==> config.mk <==
export PLATFORM = sky130hd
export DESIGN_NAME = seg_display_ctrl
export DESIGN_NICKNAME = d
export VERILOG_FILES = /design/src/rtl/seg_display_ctrl_pkg.sv /design/src/rtl/seg_display_ctrl_bin2bcd_seq.sv /design/src/rtl/seg_display_ctrl.sv
export SDC_FILE = /design/constraint.sdc
export NUM_CORES = 1
export LEC_CHECK = 0
export BUFFER_PORTS_ARGS = -buffer_cell sky130_fd_sc_hd__buf_2
export CAP_MARGIN = 20
export CORE_ASPECT_RATIO = 1.25
export CORE_MARGIN = 3
export CORE_UTILIZATION = 40
export DETAILED_ROUTE_END_ITERATION = 6
export GPL_ROUTABILITY_DRIVEN = 0
export MAX_ROUTING_LAYER = met4
export PLACE_DENSITY = 0.65
export SLEW_MARGIN = 20
export SYNTH_ARGS = -nofsm -noshare
export SYNTH_HDL_FRONTEND = slang
export SYNTH_SLANG_ARGS = --single-unit
==> constraint.sdc <==
create_clock -name src_clk -period 2.6 [get_ports src_clk]
set_input_delay 0.13 -clock src_clk [delete_from_list [all_inputs] [get_ports src_clk]]
set_output_delay 0.13 -clock src_clk [all_outputs]
set_load 0.005 [all_outputs]
==> src/rtl/seg_display_ctrl_pkg.sv <==
// Shared radix codes, segment glyphs, FSM state type and sizing helpers for the 7-segment controller.
// Optional feature macro used by the top: LEADING_ZERO_BLANK_EN.
`ifndef RADIX_HEX
`define RADIX_HEX 1'b0
`endif
`ifndef RADIX_DEC
`define RADIX_DEC 1'b1
`endif

package seg_display_ctrl_pkg;

    // Glyphs are active-high {g,f,e,d,c,b,a}; polarity is applied at the output stage.
    localparam logic [6:0] SEG_0     = 7'h3F;
    localparam logic [6:0] SEG_1     = 7'h06;
    localparam logic [6:0] SEG_2     = 7'h5B;
    localparam logic [6:0] SEG_3     = 7'h4F;
    localparam logic [6:0] SEG_4     = 7'h66;
    localparam logic [6:0] SEG_5     = 7'h6D;
    localparam logic [6:0] SEG_6     = 7'h7D;
    localparam logic [6:0] SEG_7     = 7'h07;
    localparam logic [6:0] SEG_8     = 7'h7F;
    localparam logic [6:0] SEG_9     = 7'h6F;
    localparam logic [6:0] SEG_A     = 7'h77;
    localparam logic [6:0] SEG_B     = 7'h7C;
    localparam logic [6:0] SEG_C     = 7'h39;
    localparam logic [6:0] SEG_D     = 7'h5E;
    localparam logic [6:0] SEG_E     = 7'h79;
    localparam logic [6:0] SEG_F     = 7'h71;
    localparam logic [6:0] SEG_DASH  = 7'h40;
    localparam logic [6:0] SEG_BLANK = 7'h00;

    typedef enum logic [1:0] {
        ST_IDLE = 2'd0,
        ST_CONV = 2'd1,
        ST_SHOW = 2'd2
    } disp_state_e;

    function automatic logic [6:0] seg_glyph(input logic [3:0] nib);
        logic [6:0] g;
        case (nib)
            4'h0:    g = SEG_0;
            4'h1:    g = SEG_1;
            4'h2:    g = SEG_2;
            4'h3:    g = SEG_3;
            4'h4:    g = SEG_4;
            4'h5:    g = SEG_5;
            4'h6:    g = SEG_6;
            4'h7:    g = SEG_7;
            4'h8:    g = SEG_8;
            4'h9:    g = SEG_9;
            4'hA:    g = SEG_A;
            4'hB:    g = SEG_B;
            4'hC:    g = SEG_C;
            4'hD:    g = SEG_D;
            4'hE:    g = SEG_E;
            4'hF:    g = SEG_F;
            default: g = SEG_BLANK;
        endcase
        return g;
    endfunction

    // ceil(w*log10(2) + 1); w*log10(2) is never an integer for w > 0, so floor + 2 is exact.
    function automatic int bcd_digits(input int w);
        return (w * 30103) / 100000 + 2;
    endfunction

    function automatic int max_int(input int a, input int b);
        return (a > b) ? a : b;
    endfunction

endpackage

==> src/rtl/seg_display_ctrl_bin2bcd_seq.sv <==
// Sequential double-dabble converter: one add-3/shift iteration per clock, VALUE_W iterations per start.
// busy deasserts while the final shift is being applied, so bcd is settled from the following edge on.
module seg_display_ctrl_bin2bcd_seq
    import seg_display_ctrl_pkg::*;
#(
    parameter int VALUE_W    = 20,
    parameter int BCD_DIGITS = 8
) (
    input  logic                    src_clk,
    input  logic                    rst,
    input  logic                    start,
    input  logic [VALUE_W-1:0]      value,
    output logic                    busy,
    output logic [4*BCD_DIGITS-1:0] bcd
);

    localparam int CNT_W = $clog2(VALUE_W + 1);

    logic [CNT_W-1:0]        cnt_r;
    logic [VALUE_W-1:0]      sh_r;
    logic [4*BCD_DIGITS-1:0] bcd_r;
    logic [4*BCD_DIGITS-1:0] bcd_adj_s;
    logic                    busy_r;

    // Add-3 correction on every BCD nibble that is 5 or more, ahead of the shift.
    always_comb begin
        bcd_adj_s = bcd_r;
        for (int d = 0; d < BCD_DIGITS; d++) begin
            if (bcd_r[4*d +: 4] >= 4'd5) begin
                bcd_adj_s[4*d +: 4] = bcd_r[4*d +: 4] + 4'd3;
            end else begin
                bcd_adj_s[4*d +: 4] = bcd_r[4*d +: 4];
            end
        end
    end

    // Shift register, BCD accumulator and iteration counter.
    always_ff @(posedge src_clk) begin
        if (rst) begin
            cnt_r  <= '0;
            sh_r   <= '0;
            bcd_r  <= '0;
            busy_r <= 1'b0;
        end else if (start) begin
            cnt_r  <= CNT_W'(VALUE_W);
            sh_r   <= value;
            bcd_r  <= '0;
            busy_r <= 1'b1;
        end else if (cnt_r != '0) begin
            cnt_r  <= cnt_r - CNT_W'(1);
            sh_r   <= {sh_r[VALUE_W-2:0], 1'b0};
            bcd_r  <= {bcd_adj_s[4*BCD_DIGITS-2:0], sh_r[VALUE_W-1]};
            busy_r <= (cnt_r > CNT_W'(2));
        end else begin
            busy_r <= 1'b0;
        end
    end

    assign busy = busy_r;
    assign bcd  = bcd_r;

endmodule

==> src/rtl/seg_display_ctrl.sv <==
// N-digit 7-segment controller: hex or decimal rendering with load/busy/done handshake and overflow flag.
// Optional LEADING_ZERO_BLANK_EN blanks digits above the most significant nonzero digit.
module seg_display_ctrl
    import seg_display_ctrl_pkg::*;
#(
    parameter int NUM_DIGITS  = 6,
    parameter int VALUE_W     = 20,
    parameter int SEG_ACT_LOW = 1
) (
    input  logic                    src_clk,
    input  logic                    rst,
    input  logic                    load,
    input  logic                    radix,
    input  logic [VALUE_W-1:0]      value,
    output logic                    busy,
    output logic                    done,
    output logic                    overflow,
    output logic [NUM_DIGITS*7-1:0] seg
);

    localparam int BCD_DIGITS = bcd_digits(VALUE_W);
    localparam int WIDE_DIG   = max_int(BCD_DIGITS, NUM_DIGITS);
    localparam int WIDE_W     = 4 * WIDE_DIG;
    localparam logic [6:0] SEG_OFF = (SEG_ACT_LOW != 0) ? ~SEG_BLANK : SEG_BLANK;

    disp_state_e             state_r, state_next_s;
    logic [VALUE_W-1:0]      value_r;
    logic                    radix_r;
    logic                    busy_r, done_r, ovf_r;
    logic [NUM_DIGITS*7-1:0] seg_r;

    logic                    latch_s, conv_start_s, commit_s;
    logic                    conv_busy_s;
    logic [4*BCD_DIGITS-1:0] bcd_s;

    logic [WIDE_W-1:0]       hex_wide_s, dec_wide_s, dig_src_s;
    logic                    ovf_s, dash_s, seen_s;
    logic [3:0]              nib_s;
    logic [6:0]              glyph_s;
    logic [NUM_DIGITS*7-1:0] image_s;

    seg_display_ctrl_bin2bcd_seq #(
        .VALUE_W    (VALUE_W),
        .BCD_DIGITS (BCD_DIGITS)
    ) u_bin2bcd (
        .src_clk (src_clk),
        .rst     (rst),
        .start   (conv_start_s),
        .value   (value),
        .busy    (conv_busy_s),
        .bcd     (bcd_s)
    );

    // Next-state logic; SHOW is the single cycle whose closing edge publishes the new image.
    always_comb begin
        state_next_s = state_r;
        latch_s      = 1'b0;
        conv_start_s = 1'b0;
        commit_s     = 1'b0;
        case (state_r)
            ST_IDLE: begin
                if (load) begin
                    latch_s = 1'b1;
                    if (radix == `RADIX_DEC) begin
                        conv_start_s = 1'b1;
                        state_next_s = ST_CONV;
                    end else begin
                        state_next_s = ST_SHOW;
                    end
                end else begin
                    state_next_s = ST_IDLE;
                end
            end
            ST_CONV: begin
                if (!conv_busy_s) begin
                    state_next_s = ST_SHOW;
                end else begin
                    state_next_s = ST_CONV;
                end
            end
            ST_SHOW: begin
                commit_s     = 1'b1;
                state_next_s = ST_IDLE;
            end
            default: begin
                state_next_s = ST_IDLE;
            end
        endcase
    end

    // Digit selection, overflow detection, glyph encode, optional blanking and polarity.
    always_comb begin
        hex_wide_s                    = '0;
        hex_wide_s[VALUE_W-1:0]       = value_r;
        dec_wide_s                    = '0;
        dec_wide_s[4*BCD_DIGITS-1:0]  = bcd_s;
        if (radix_r == `RADIX_DEC) begin
            dig_src_s = dec_wide_s;
        end else begin
            dig_src_s = hex_wide_s;
        end
        ovf_s   = |(dig_src_s >> (4 * NUM_DIGITS));
        dash_s  = ovf_s && (radix_r == `RADIX_DEC);
        seen_s  = 1'b0;
        nib_s   = 4'd0;
        glyph_s = SEG_BLANK;
        image_s = '0;
        // Scan from the top digit so seen_s marks the most significant nonzero digit and below.
        for (int d = NUM_DIGITS - 1; d >= 0; d--) begin
            nib_s = dig_src_s[4*d +: 4];
            if ((nib_s != 4'd0) || (d == 0)) begin
                seen_s = 1'b1;
            end else begin
                seen_s = seen_s;
            end
`ifdef LEADING_ZERO_BLANK_EN
            if (seen_s) begin
                glyph_s = seg_glyph(nib_s);
            end else begin
                glyph_s = SEG_BLANK;
            end
`else
            glyph_s = seg_glyph(nib_s);
`endif
            if (dash_s) begin
                glyph_s = SEG_DASH;
            end else begin
                glyph_s = glyph_s;
            end
            if (SEG_ACT_LOW != 0) begin
                image_s[7*d +: 7] = ~glyph_s;
            end else begin
                image_s[7*d +: 7] = glyph_s;
            end
        end
    end

    // FSM state, request latch and handshake flags.
    always_ff @(posedge src_clk) begin
        if (rst) begin
            state_r <= ST_IDLE;
            value_r <= '0;
            radix_r <= `RADIX_HEX;
            busy_r  <= 1'b0;
            done_r  <= 1'b0;
        end else begin
            state_r <= state_next_s;
            busy_r  <= (state_next_s != ST_IDLE);
            done_r  <= commit_s;
            if (latch_s) begin
                value_r <= value;
                radix_r <= radix;
            end else begin
                value_r <= value_r;
                radix_r <= radix_r;
            end
        end
    end

    // Displayed image and overflow only change on the commit edge.
    always_ff @(posedge src_clk) begin
        if (rst) begin
            seg_r <= {NUM_DIGITS{SEG_OFF}};
            ovf_r <= 1'b0;
        end else if (commit_s) begin
            seg_r <= image_s;
            ovf_r <= ovf_s;
        end else begin
            seg_r <= seg_r;
            ovf_r <= ovf_r;
        end
    end

    assign busy     = busy_r;
    assign done     = done_r;
    assign overflow = ovf_r;
    assign seg      = seg_r;

endmodule
* After elaboration in Yosys (flattened, before gate mapping)
Memories as Yosys holds them, arrays and structs flattened. Cells that the tools add are included.
Operators by class: shift operators 0, add/sub/neg operators 9, bitwise logic cells 6, equal/unequal tests 2, divide/modulo/power cells 0, multiplexer cells 31, magnitude comparators 9, reduce and logical (&&, ||, !) cells 7, $mul 0
Operators by type and width (count):
- 2-to-1 mux 7 bit | 6
- NOT 7 bit | 6
- 2-to-1 mux 20 bit | 2
- >= comparator 4 x 3 -> 1 bit, second input constant | 8
- 2-to-1 mux 32 bit | 1
- adder 4 x 2 -> 4 bit, second input constant | 7
- 2-to-1 mux 4 bit | 7
- 2-to-1 mux 5 bit | 2
- 2-to-1 mux 1 bit | 8
- OR reduction 8 bit | 1
- 2-to-1 mux 2 bit | 3
- greater-than comparator 5 x 2 -> 1 bit, second input constant | 1
- nonzero test 5 bit | 1
- subtractor 5 x 1 -> 5 bit, second input constant | 1
- one-hot mux 2 bit (2 select lines) | 1
- nonzero test 2 bit | 2
- adder 3 x 2 -> 3 bit, second input constant | 1
- 2-to-1 mux 3 bit | 1
- equality test 2 x 1 -> 1 bit, second input constant | 1
- equality test 2 bit, second input constant | 1
- zero test 2 bit | 1
- OR reduction 2 bit | 1
- logical AND 1 bit | 1
Word-level totals: input port bits 24, memories 6, logic and storage cells 82, output and inout bits 45, RAM bits 0, bits in latches 0, ROM bits 672, register bits 126
Memories:
- (name not given) | depth 16, width 7, read ports 1, clocked after memory_dff 0, write ports 0, line seg_display_ctrl_pkg.sv:40 | case (nib)
- (name not given) | depth 16, width 7, read ports 1, clocked after memory_dff 0, write ports 0, line seg_display_ctrl_pkg.sv:40
- (name not given) | depth 16, width 7, read ports 1, clocked after memory_dff 0, write ports 0, line seg_display_ctrl_pkg.sv:40
- (name not given) | depth 16, width 7, read ports 1, clocked after memory_dff 0, write ports 0, line seg_display_ctrl_pkg.sv:40
- (name not given) | depth 16, width 7, read ports 1, clocked after memory_dff 0, write ports 0, line seg_display_ctrl_pkg.sv:40
- (name not given) | depth 16, width 7, read ports 1, clocked after memory_dff 0, write ports 0, line seg_display_ctrl_pkg.sv:40

* Logic depth before layout (Yosys ltp)
Gate-level depths: netlist (run 1).
depth after elaboration 5, depth in mapped cells 12, mapped depth without buffers 7

* Hierarchy
Synthesis (run 1) repeated with hierarchy kept, for this count alone.
Unflattened totals: cell total of the unflattened synthesis 893, area, all modules 7457.2 um^2
Modules (own cells, without submodules):
- seg_display_ctrl | instances 1, area an instance 4334.2 um^2, seq. area each 1361.3 um^2, cells an instance 508
- seg_display_ctrl_bin2bcd_seq | instances 1, area an instance 3123.0 um^2, seq. area each 1161.1 um^2, cells an instance 385

* Worst setup path after synthesis (run 1)
OpenSTA, ideal clock, no wires.
path type register to register, start point register radix_r, end point register seg_r[26] (netlist: seg[26]), buffers on the path 3, clock period less this slack 2245 ps, arrival time 2123 ps, library setup time 122 ps, path slack 355 ps, required time 2478 ps, cell stages (with the launch flop) 10, cell sequence dfxtp_1 > buf_4 > buf_6 > buf_6 > mux2i_1 > inv_1 > ha_1 > inv_1 > nor3_1 > o32a_1
On the way: word-level cells in the longest chain between the ends 5, elaborated cells between the ends (all ways) 6, those cells by class mux (2); bitwise (1); reduce/logical (2); memory (1)
RTL lines:
- from (decl) | line seg_display_ctrl.sv:28 | logic radix_r;
- from (signal assigned) | line seg_display_ctrl.sv:143 | radix_r <= `RADIX_HEX;
- from (signal assigned) | line seg_display_ctrl.sv:152 | radix_r <= radix;
- from (signal assigned) | line seg_display_ctrl.sv:155 | radix_r <= radix_r;
- parallel branches: the longest is 3 deep, another holds memory (16 x 7 bit)
- 2-to-1 mux 7 bit * | line seg_display_ctrl.sv:125 | if (dash_s) begin
- NOT 7 bit * | line seg_display_ctrl.sv:131 | image_s[7*d +: 7] = ~glyph_s;
- to (signal assigned) | line seg_display_ctrl.sv:163 | seg_r <= {NUM_DIGITS{SEG_OFF}};
- to (signal assigned) | line seg_display_ctrl.sv:166 | seg_r <= image_s;
- to (signal assigned) | line seg_display_ctrl.sv:169 | seg_r <= seg_r;
- to (decl) | line seg_display_ctrl.sv:30 | logic [NUM_DIGITS*7-1:0] seg_r;
Mark *: on every way between the ends. A chain may end at the register's enable or synchronous reset.

* Final worst setup path (run 1)
start point register radix_r, end point register seg_r[16] (netlist: seg[16])
Same word-level chain as after synthesis.

==> results of run 1 <==
## repair_timing
| item | 4_1_cts | 5_1_grt |
|---|---|---|
| setup endpoints to repair | 0 | 0 |
| endpoints found under the hold margin | 25 | 0 |
| hold buffers | 20 | 0 |
## cells in the final DEF, fill, tap and decap left out, types with 19 or more instances in the layout
cell type	count
dfxtp_1	125
a21oi_1	71
dlygate4sd3_1	20
mux2i_1	28
buf_4	27
o21ai_1	21
a311oi_1	19
buf_2	68
ha_1	61
nand2_1	132
inv_1	50
nor2_1	84
nand2b_1	29
a31oi_1	26
o22ai_1	21
## cell type report
type | instances | area (sq um)
Tap cell | 224 | 280
Multi-Input combinational cell | 657 | 4320
Timing Repair Buffer | 115 | 743
Clock buffer | 22 | 494
Sequential cell | 126 | 2520
Fill cell | 1733 | 9020
Clock inverter | 10 | 134
Inverter | 51 | 191
## per-stage QoR
stage / std cells / hold WS (ns)
2_1_floorplan: 891 / 0.210
3_3_place_gp: 1153 / 0.393
3_5_place_dp: 1153 / 0.394
4_1_cts: 1205 / 0.0401
5_1_grt: 1205 / 0.0965
6_report: 1205 / 0.0653
## cells by family after synthesis
logic type | after synthesis | share of synthesized area
compound gates | 230 | 0.203
fa+ha+maj | 61 | 0.105
flops | 126 | 0.346
buf+inv | 108 | 0.0621
mux | 56 | 0.0887
simple gates | 299 | 0.183
xor+xnor | 11 | 0.0132
## registers in the layout, indices dropped and copies added, names as in the netlist
register and cells:
state_r 2, u_bin2bcd.cnt_r 5, done 1, seg 42, u_bin2bcd.busy 1, overflow 1
busy 1, value_r 20, u_bin2bcd.sh_r 20, u_bin2bcd.bcd 32, radix_r 1
## worst reg2reg max path, stage by stage, from the launching register on
cell and delay [ns]:
dfxtp_2 0.58, buf_4 0.28, mux2i_1 0.32, inv_1 0.13, ha_1 0.29, nor2b_1 0.18, a221oi_1 0.11, a31oi_1 0.17
o22a_1 0.16
## how the worst min path moves through the flow
| stage | cells past startpoint | to |
|---|---|---|
| after floorplan | 1 | state_r[0] |
| after global placement | 3 | value_r[3] |
| after detailed placement | 3 | value_r[3] |
| after CTS | 3 | state_r[1] |
| after global routing | 3 | state_r[1] |
| final | 3 | state_r[1] |
## routing by layer
| layer | part of all wire | GRT usage | vias to the layer above |
|---|---|---|---|
| li1 | - | - | 3247 |
| met1 | 0.51 | 0.252 | 2933 |
| met2 | 0.44 | 0.267 | 125 |
| met3 | 0.037 | 0.0305 | 15 |
| met4 | 0.014 | 0.0629 | 0 |
| met5 | 0 | - | - |
## report_power, final
group | switching [mW] | total, mW | internal (mW)
Sequential | 0.211 | 2.38 | 2.17
Combinational | 1.13 | 1.86 | 0.730
Clock | 0.869 | 2.50 | 1.63
Total | 2.21 | 6.74 | 4.53
==> qor.txt, run 1 <==
status - finished, final reports clean
DIE HEIGHT - 157 um
root buffer cell - clkbuf_16
DRT Pass-1 Iters - 5
async set or reset register ratio after synthesis - 0
slack of the worst reg-to-reg path - 0.32 ns
initial antenna violation count - 0
I/O Pins - 69
DIE AREA - 19,900 sq um
Yosys reg bits - 126
number of post-CTS setup repair buffers - 0
Num CTS Buffers - 17
min-delay worst type - in -> reg
VDD IR max - 0.433 mV
minimum clock period - 2.28 ns
RSZ-0062 raised after global routing - no
routed vias/inst - 5.24
sequential area share after synthesis - 0.346
Die W - 127 um
warnings from Yosys - 0
Slew Limit Fails - 0
PwrDens - 776 nW/um^2
post_cts resized - 0
Register-to-Register Path Depth - 8
crit-path max FO - 15
end of the critical path - seg[16]
Final setup violation count - 0
Congestion Overflow GR - 0
dpl hpwl - 12,100 um
post-synthesis average cell area - 8.19 sq um
reg2reg end - seg[16]
MaxCap Viol Count - 0
Gate Count Post-Synth - 891
vias in the first global route - 5,857
number of distinct library cells after synthesis - 55
largest net degree at the start of global routing - 51
placed cell area - 7860 sq um
final core occ - 0.491
antenna cells - 0
synthesized area - 7290 sq um
Core ar. - 17,700 sq um
most frequent cell after synthesis - nand2_1
first-pass GRT wire length - 28,800 um
Remaining DRCs - 0
Max Clock Skew - 0.00514 ns
WL/cell - 14.2 um
Most used DFF post-synth - dfxtp_1
CTS tree - built
Initial Util - 0.412
via count - 6,320
Critical Path Source Type - flop
Global Route Usage Sum - 0.181
clk_lat worst skew - 0.42 ns
beginning of the worst hold path - load
ranking of synthesized cells by area - dfxtp_1 35%, ha_1 10%, nand2_1 6.8%, a21oi_1 4.9%, nor2_1 4.3%
Max-Slew Margin vs Limit - 0.543
Static Leakage - 3.49 nW
worst setup margin - 0.319 ns
Synth-to-Final Area Change - 19.1%
Core Rows - 54
top-area cell type share of the netlist area - 0.346
Crit. Startpoint - radix_r
routed wire length - 17,100 um
clock buffer depth - 2
Worst Tran Pin Value - 0.684 ns
CP cell instances - buf_4 > mux2i_1 > inv_1 > ha_1 > nor2b_1 > a221oi_1 > a31oi_1 > o22a_1
Final Cell Area - 8690 sq um
CP Capture Type - flop
worst r2r src - radix_r
pre-CTS setup slack - 0.338 ns
Worst EP required - 2.97 ns
fin crit share - 0.877
Top delay family on crit path - flip-flops
CP Depth - 8
Setup CP Type - reg -> reg
Mapped Nets - 976
commonest cells in the netlist - 132 x nand2_1, 126 x dfxtp_1, 84 x nor2_1
crit path DAT - 2.65 ns
Sinks on Clock Net - 126
Tot Pwr - 6.74 mW
max incr delay on CP - 0.58 ns
post-route ant nets - 0
dominant cell type by area after synthesis - dfxtp_1
CTS HTree Levels - 4
WP buf/inv - 2
Final Net Count - 1,053
clock-pin slew on the worst setup and hold paths - 0.06 ns
Post-synth EDFFs - 0
fmax - 438 MHz
endpoints failing hold - 0
Iter 0 DRT Violations - 544
CP max-delay cell - dfxtp_2
input/output buffers - 68
Final TNS setup - 0 ns
layout cells sized above 1 - 0.162
Note: power is estimated with default switching activity, not from simulation.
==> run 2: changes to the inputs <==
REMOVE_ABC_BUFFERS = 1   (was not set)
==> run 2 against run 1 <==
Non-clock buffer count shrank 6; clock-buffer cell count rose by 2; maximum frequency down 0.57%; critical path depth down 1; first-iteration DRC count is 15% lower; clock power fell by 8.8%; combinational power is essentially flat; setup slack got worse by 0.013 ns; highest routed layer unchanged.
==> qor.txt, run 2 (same netlist as run 1, synthesis figures left out) <==
Post-CTS Hold Fix Bufs - 19
Seq pwr share - 0.365
internal power - 4.33 mW
routed wire length - 17,900 um
Hold Path Depth - 3
max reg flops - 42
clock buffer depth - 2
post_cts resized - 0
Setup CP Type - reg -> reg
MaxCap Viol Count - 0
clock share of power - 0.349
WL/cell - 14.9 um
antenna cells - 0
DRT Pass-1 Iters - 5
min-delay worst type - in -> reg
PwrDens - 758 nW/um^2
beginning of the worst hold path - value[4]
number of post-CTS setup repair buffers - 0
Static Leakage - 3.44 nW
Final Non-Filler Cells - 1,197
clk_lat worst skew - 0.41 ns
endpoints failing hold - 0
layout cells sized above 1 - 0.157
CTS tree - built
Max Clock Skew - 0.00923 ns
Critical Path Source Type - flop
root buffer cell - clkbuf_16
switching share of total power - 0.335
CP Capture Type - flop
status - finished, final reports clean
first-pass GRT wire length - 29,500 um
Max-Slew Margin vs Limit - 0.367
Die W - 127 um
pre-CTS setup slack - 0.281 ns
Remaining DRCs - 0
fin crit share - 0.882
routed vias/inst - 5.32
Comb pwr share - 0.285
most frequent cells in the layout - 132 x nand2_1, 125 x dfxtp_1, 84 x nor2_1
via count - 6,365
Global Route Usage Sum - 0.186
Iter 0 DRT Violations - 461
Switch Pwr - 2.19 mW
Initial Util - 0.412
worst r2r src - radix_r
dpl hpwl - 12,500 um
Core Rows - 54
Congestion Overflow GR - 0
crit path DAT - 2.60 ns
Tot Pwr - 6.52 mW
reg2reg end - seg[16]
Fillers - 1,748
input/output buffers - 68
I/O Pins - 69
Worst EP required - 2.91 ns
Register-to-Register Path Depth - 7
clock-pin slew on the worst setup and hold paths - 0.06 ns
DIE AREA - 19,900 sq um
post-route ant nets - 0
Final setup violation count - 0
initial antenna violation count - 0
worst setup margin - 0.306 ns
most common cell after layout, fill and taps aside - nand2_1
Sinks on Clock Net - 126
crit-path max FO - 23
minimum clock period - 2.29 ns
CTS HTree Levels - 4
VDD IR max - 0.507 mV
Synth-to-Final Area Change - 17.8%
Placed Cells incl. Taps - 1,148
Num CTS Buffers - 17
largest net degree at the start of global routing - 51
Worst Tran Pin Value - 0.949 ns
RSZ-0062 raised after global routing - no
DIE HEIGHT - 157 um
Hold EP - value_r[4]
fmax - 436 MHz
Core ar. - 17,700 sq um
slack of the worst reg-to-reg path - 0.31 ns
Slew Limit Fails - 0
vias in the first global route - 5,987
Final Net Count - 1,047
run 2: changes by cell type in the layout (fill, tap and decap cells not counted):
cell,change
clkinv_4,-1
bufinv_16,-2
dlygate4sd3_1,-1
buf_12,+1
buf_4,-6
and2_1,-1
clkbuf_8,+1
clkbuf_1,+1
nand2b_1,-1
and2_2,+1
nand2b_2,+1
clkinvlp_4,-1
run 2: worst max path at each step:
stage               cells past startpoint  endpoint     from  slack (ns)
floorplan                               7   seg[16]  radix_r       -1.01
global placement                        7   seg[16]  radix_r        0.32
detailed placement                      7   seg[16]  radix_r        0.28
CTS                                     7   seg[16]  radix_r        0.29
global route                            7   seg[16]  radix_r        0.08
finish                                  7   seg[16]  radix_r        0.31
run 2: metrics by stage:
stage | area [sq um] | util | hold slack [ns] | TNS (ns)
2_1_floorplan | 7030 | - | 0.199 | -30.46
3_3_place_gp | 7840 | 0.443 | 0.387 | 0
3_5_place_dp | 7840 | 0.443 | 0.388 | 0
4_1_cts | 8600 | 0.486 | 0.0111 | 0
5_1_grt | 8600 | 0.486 | 0.0280 | 0
6_report | 8600 | 0.486 | 0.0411 | 0
run 2: power by group through the flow:
stage                     clock (mW)  sequential (mW)  combinational (mW)
final                           2.28             2.38                1.86
after global routing            2.42             2.42                2.11
after CTS                       2.32             2.38                1.88
after detailed placement           0             2.42                1.85
after global placement             0             2.41                1.82
after floorplan                    0             2.39                1.21
run 2: critical path, cell delays in order (launching register included):
cell and delay (ns):
dfxtp_2 0.55, buf_12 0.22, mux2i_1 0.44, ha_1 0.35, nor2b_1 0.09, a221oi_1 0.29, a31oi_1 0.07, o22a_1 0.17
run 2: metal layers:
| metal | share of wire | up-vias | GRT usage |
|---|---|---|---|
| met1 | 0.45 | 2984 | 0.225 |
| li1 | - | 3239 | - |
| met2 | 0.49 | 116 | 0.309 |
| met3 | 0.032 | 26 | 0.0353 |
| met4 | 0.024 | 0 | 0.0685 |
| met5 | 0 | - | - |
run 2: final cells by class:
| type | count | area (sq um) | share of cell area |
|---|---|---|---|
| repair buffers | 109 | 708 | 0.0824 |
| inverters | 51 | 191 | 0.0223 |
| multi-input cells | 657 | 4320 | 0.503 |
| well taps | 224 | 280 | 0.0326 |
| clock buffers | 24 | 512 | 0.0595 |
| flip-flops and latches | 126 | 2520 | 0.294 |
| clock inverters | 6 | 57.6 | 0.00670 |
==> run 3: changes to the inputs <==
BUFFER_PORTS_ARGS = -buffer_cell sky130_fd_sc_hd__clkbuf_2   (was -buffer_cell sky130_fd_sc_hd__buf_2)
PLACE_DENSITY = not set   (was 0.65)
==> run 3 against run 2 <==
Sequential power barely moved; critical path depth is the same; routed wire length decreased by 0.80%; clock-buffer cell count did not move; register-to-register slack better by 0.13 ns; non-clock buffer count grew 4; worst hold slack worse by 0.013 ns; maximum frequency up 5.9%; final cell count grew 0.33%; global-route usage is 0.11 points higher; total power grew 1.7%; largest power group unchanged; highest routed layer unchanged.
==> qor.txt, run 3 (same netlist as run 1, synthesis figures left out) <==
input/output buffers - 68
minimum clock period - 2.17 ns
Congestion Overflow GR - 0
min-delay worst type - in -> reg
WP buf/inv - 1
Top delay family on crit path - compound AO/OA/AOI/OAI gates
endpoints failing hold - 0
fmax - 462 MHz
antenna cells - 0
Die W - 127 um
most common cell after layout, fill and taps aside - nand2_1
PwrDens - 767 nW/um^2
CTS HTree Levels - 4
clk_lat worst skew - 0.41 ns
CP max-delay cell - mux2i_1
Iter 0 DRT Violations - 391
Remaining DRCs - 0
Num CTS Buffers - 17
routed wire length - 17,700 um
Sinks on Clock Net - 126
Switch Pwr - 2.19 mW
Comb pwr share - 0.285
Max-Slew Margin vs Limit - 0.461
Final Cell Area - 8640 sq um
internal power - 4.44 mW
vias in the first global route - 6,054
VDD IR max - 0.475 mV
Max Clock Skew - 0.0100 ns
layout cells sized above 1 - 0.160
RSZ-0062 raised after global routing - no
via count - 6,329
fin crit share - 0.833
Critical Path Source Type - flop
Seq pwr share - 0.358
DIE AREA - 19,900 sq um
post_cts resized - 0
DIE HEIGHT - 157 um
post-route ant nets - 0
Tot Pwr - 6.63 mW
clock buffer depth - 2
clock-pin slew on the worst setup and hold paths - 0.05 ns
Initial Util - 0.412
Slew Limit Fails - 0
max incr delay on CP - 0.47 ns
Setup CP Type - reg -> reg
initial antenna violation count - 0
switching share of total power - 0.331
Static Leakage - 3.52 nW
routed vias/inst - 5.27
Core Rows - 54
Worst Tran Pin Value - 0.806 ns
status - finished, final reports clean
crit-path max FO - 15
dpl hpwl - 12,400 um
Final Net Count - 1,051
clock share of power - 0.357
first-pass GRT wire length - 29,800 um
most frequent cells in the layout - 132 x nand2_1, 125 x dfxtp_1, 84 x nor2_1
CP cell instances - buf_4 > mux2i_1 > ha_1 > nand2b_1 > a32oi_1 > nor2_1 > o32a_1
largest net degree at the start of global routing - 36
CP Capture Type - flop
Global Route Usage Sum - 0.187
MaxCap Viol Count - 0
WL/cell - 14.8 um
Worst EP required - 2.90 ns
I/O Pins - 69
placed cell area - 7870 sq um
DRT Pass-1 Iters - 4
Synth-to-Final Area Change - 18.5%
crit path DAT - 2.46 ns
Final setup violation count - 0
Hold Worst Slack - 0.0284 ns
root buffer cell - clkbuf_16
pre-CTS setup slack - 0.428 ns
Core ar. - 17,700 sq um
max reg flops - 42
worst setup margin - 0.435 ns
CTS tree - built
==> run 3: cell types whose count changed in the layout (fill, tap and decap cells not counted) <==
cell | before | now
clkbuf_1 | 1 | 2
bufinv_16 | 1 | 2
clkinv_2 | 4 | 3
buf_4 | 21 | 25
clkbuf_2 | 0 | 68
clkbuf_8 | 6 | 5
buf_2 | 68 | 0
==> run 3: timing repair <==
action / CTS / global route
setup buffers: 0 / 0
setup endpoints to repair: 0 / 0
hold endpoints to repair: 27 / 0
hold buffers: 19 / 0
==> run 3: power by group through the flow <==
| stage | Sequential [mW] | Clock, mW | Combinational (mW) |
|---|---|---|---|
| floorplan | 2.39 | 0 | 1.21 |
| global placement | 2.41 | 0 | 1.87 |
| detailed placement | 2.41 | 0 | 1.89 |
| CTS | 2.37 | 2.42 | 1.92 |
| global route | 2.41 | 2.50 | 2.15 |
| finish | 2.37 | 2.37 | 1.89 |
==> run 3: cell type report <==
| type | instances | area [sq um] |
|---|---|---|
| sequential | 126 | 2520 |
| clock buffer | 24 | 502 |
| timing repair buffer | 113 | 738 |
| multi-input combinational | 657 | 4320 |
| tap | 224 | 280 |
| inverter | 51 | 191 |
| clock inverter | 6 | 82.6 |
| fill | 1755 | 9060 |
==> run 3: layer usage <==
| metal | GRT usage | up-vias | routed length [um] |
|---|---|---|---|
| met5 | - | - | 0 |
| met4 | 0.0680 | 0 | 345 |
| met3 | 0.0343 | 19 | 553 |
| met2 | 0.306 | 91 | 8620 |
| met1 | 0.232 | 2964 | 8230 |
| li1 | - | 3255 | - |
==> run 3: final timing paths <==
path / cells after the start / slack [ns] / to / start
hold reg to reg: 2 / 0.45 / value_r[9] / value_r[9]
setup / recovery: 7 / 0.43 / seg[26] / radix_r
setup reg to reg: 7 / 0.43 / seg[26] / radix_r
hold / removal: 3 / 0.03 / value_r[10] / value[10]
==> run 3: metrics by stage <==
step | instances | TNS, ns | utilization
2_1_floorplan | 834 | -30.46 | -
5_1_grt | 1201 | 0 | 0.488
6_report | 1201 | 0 | 0.488
3_5_place_dp | 1152 | 0 | 0.444
4_1_cts | 1201 | 0 | 0.488
3_3_place_gp | 1152 | 0 | 0.444
==> run 3: worst min-delay path, cell delays in order <==
cell and delay [ns]:
clkbuf_2 0.12, nand2_1 0.08, a21oi_1 0.06
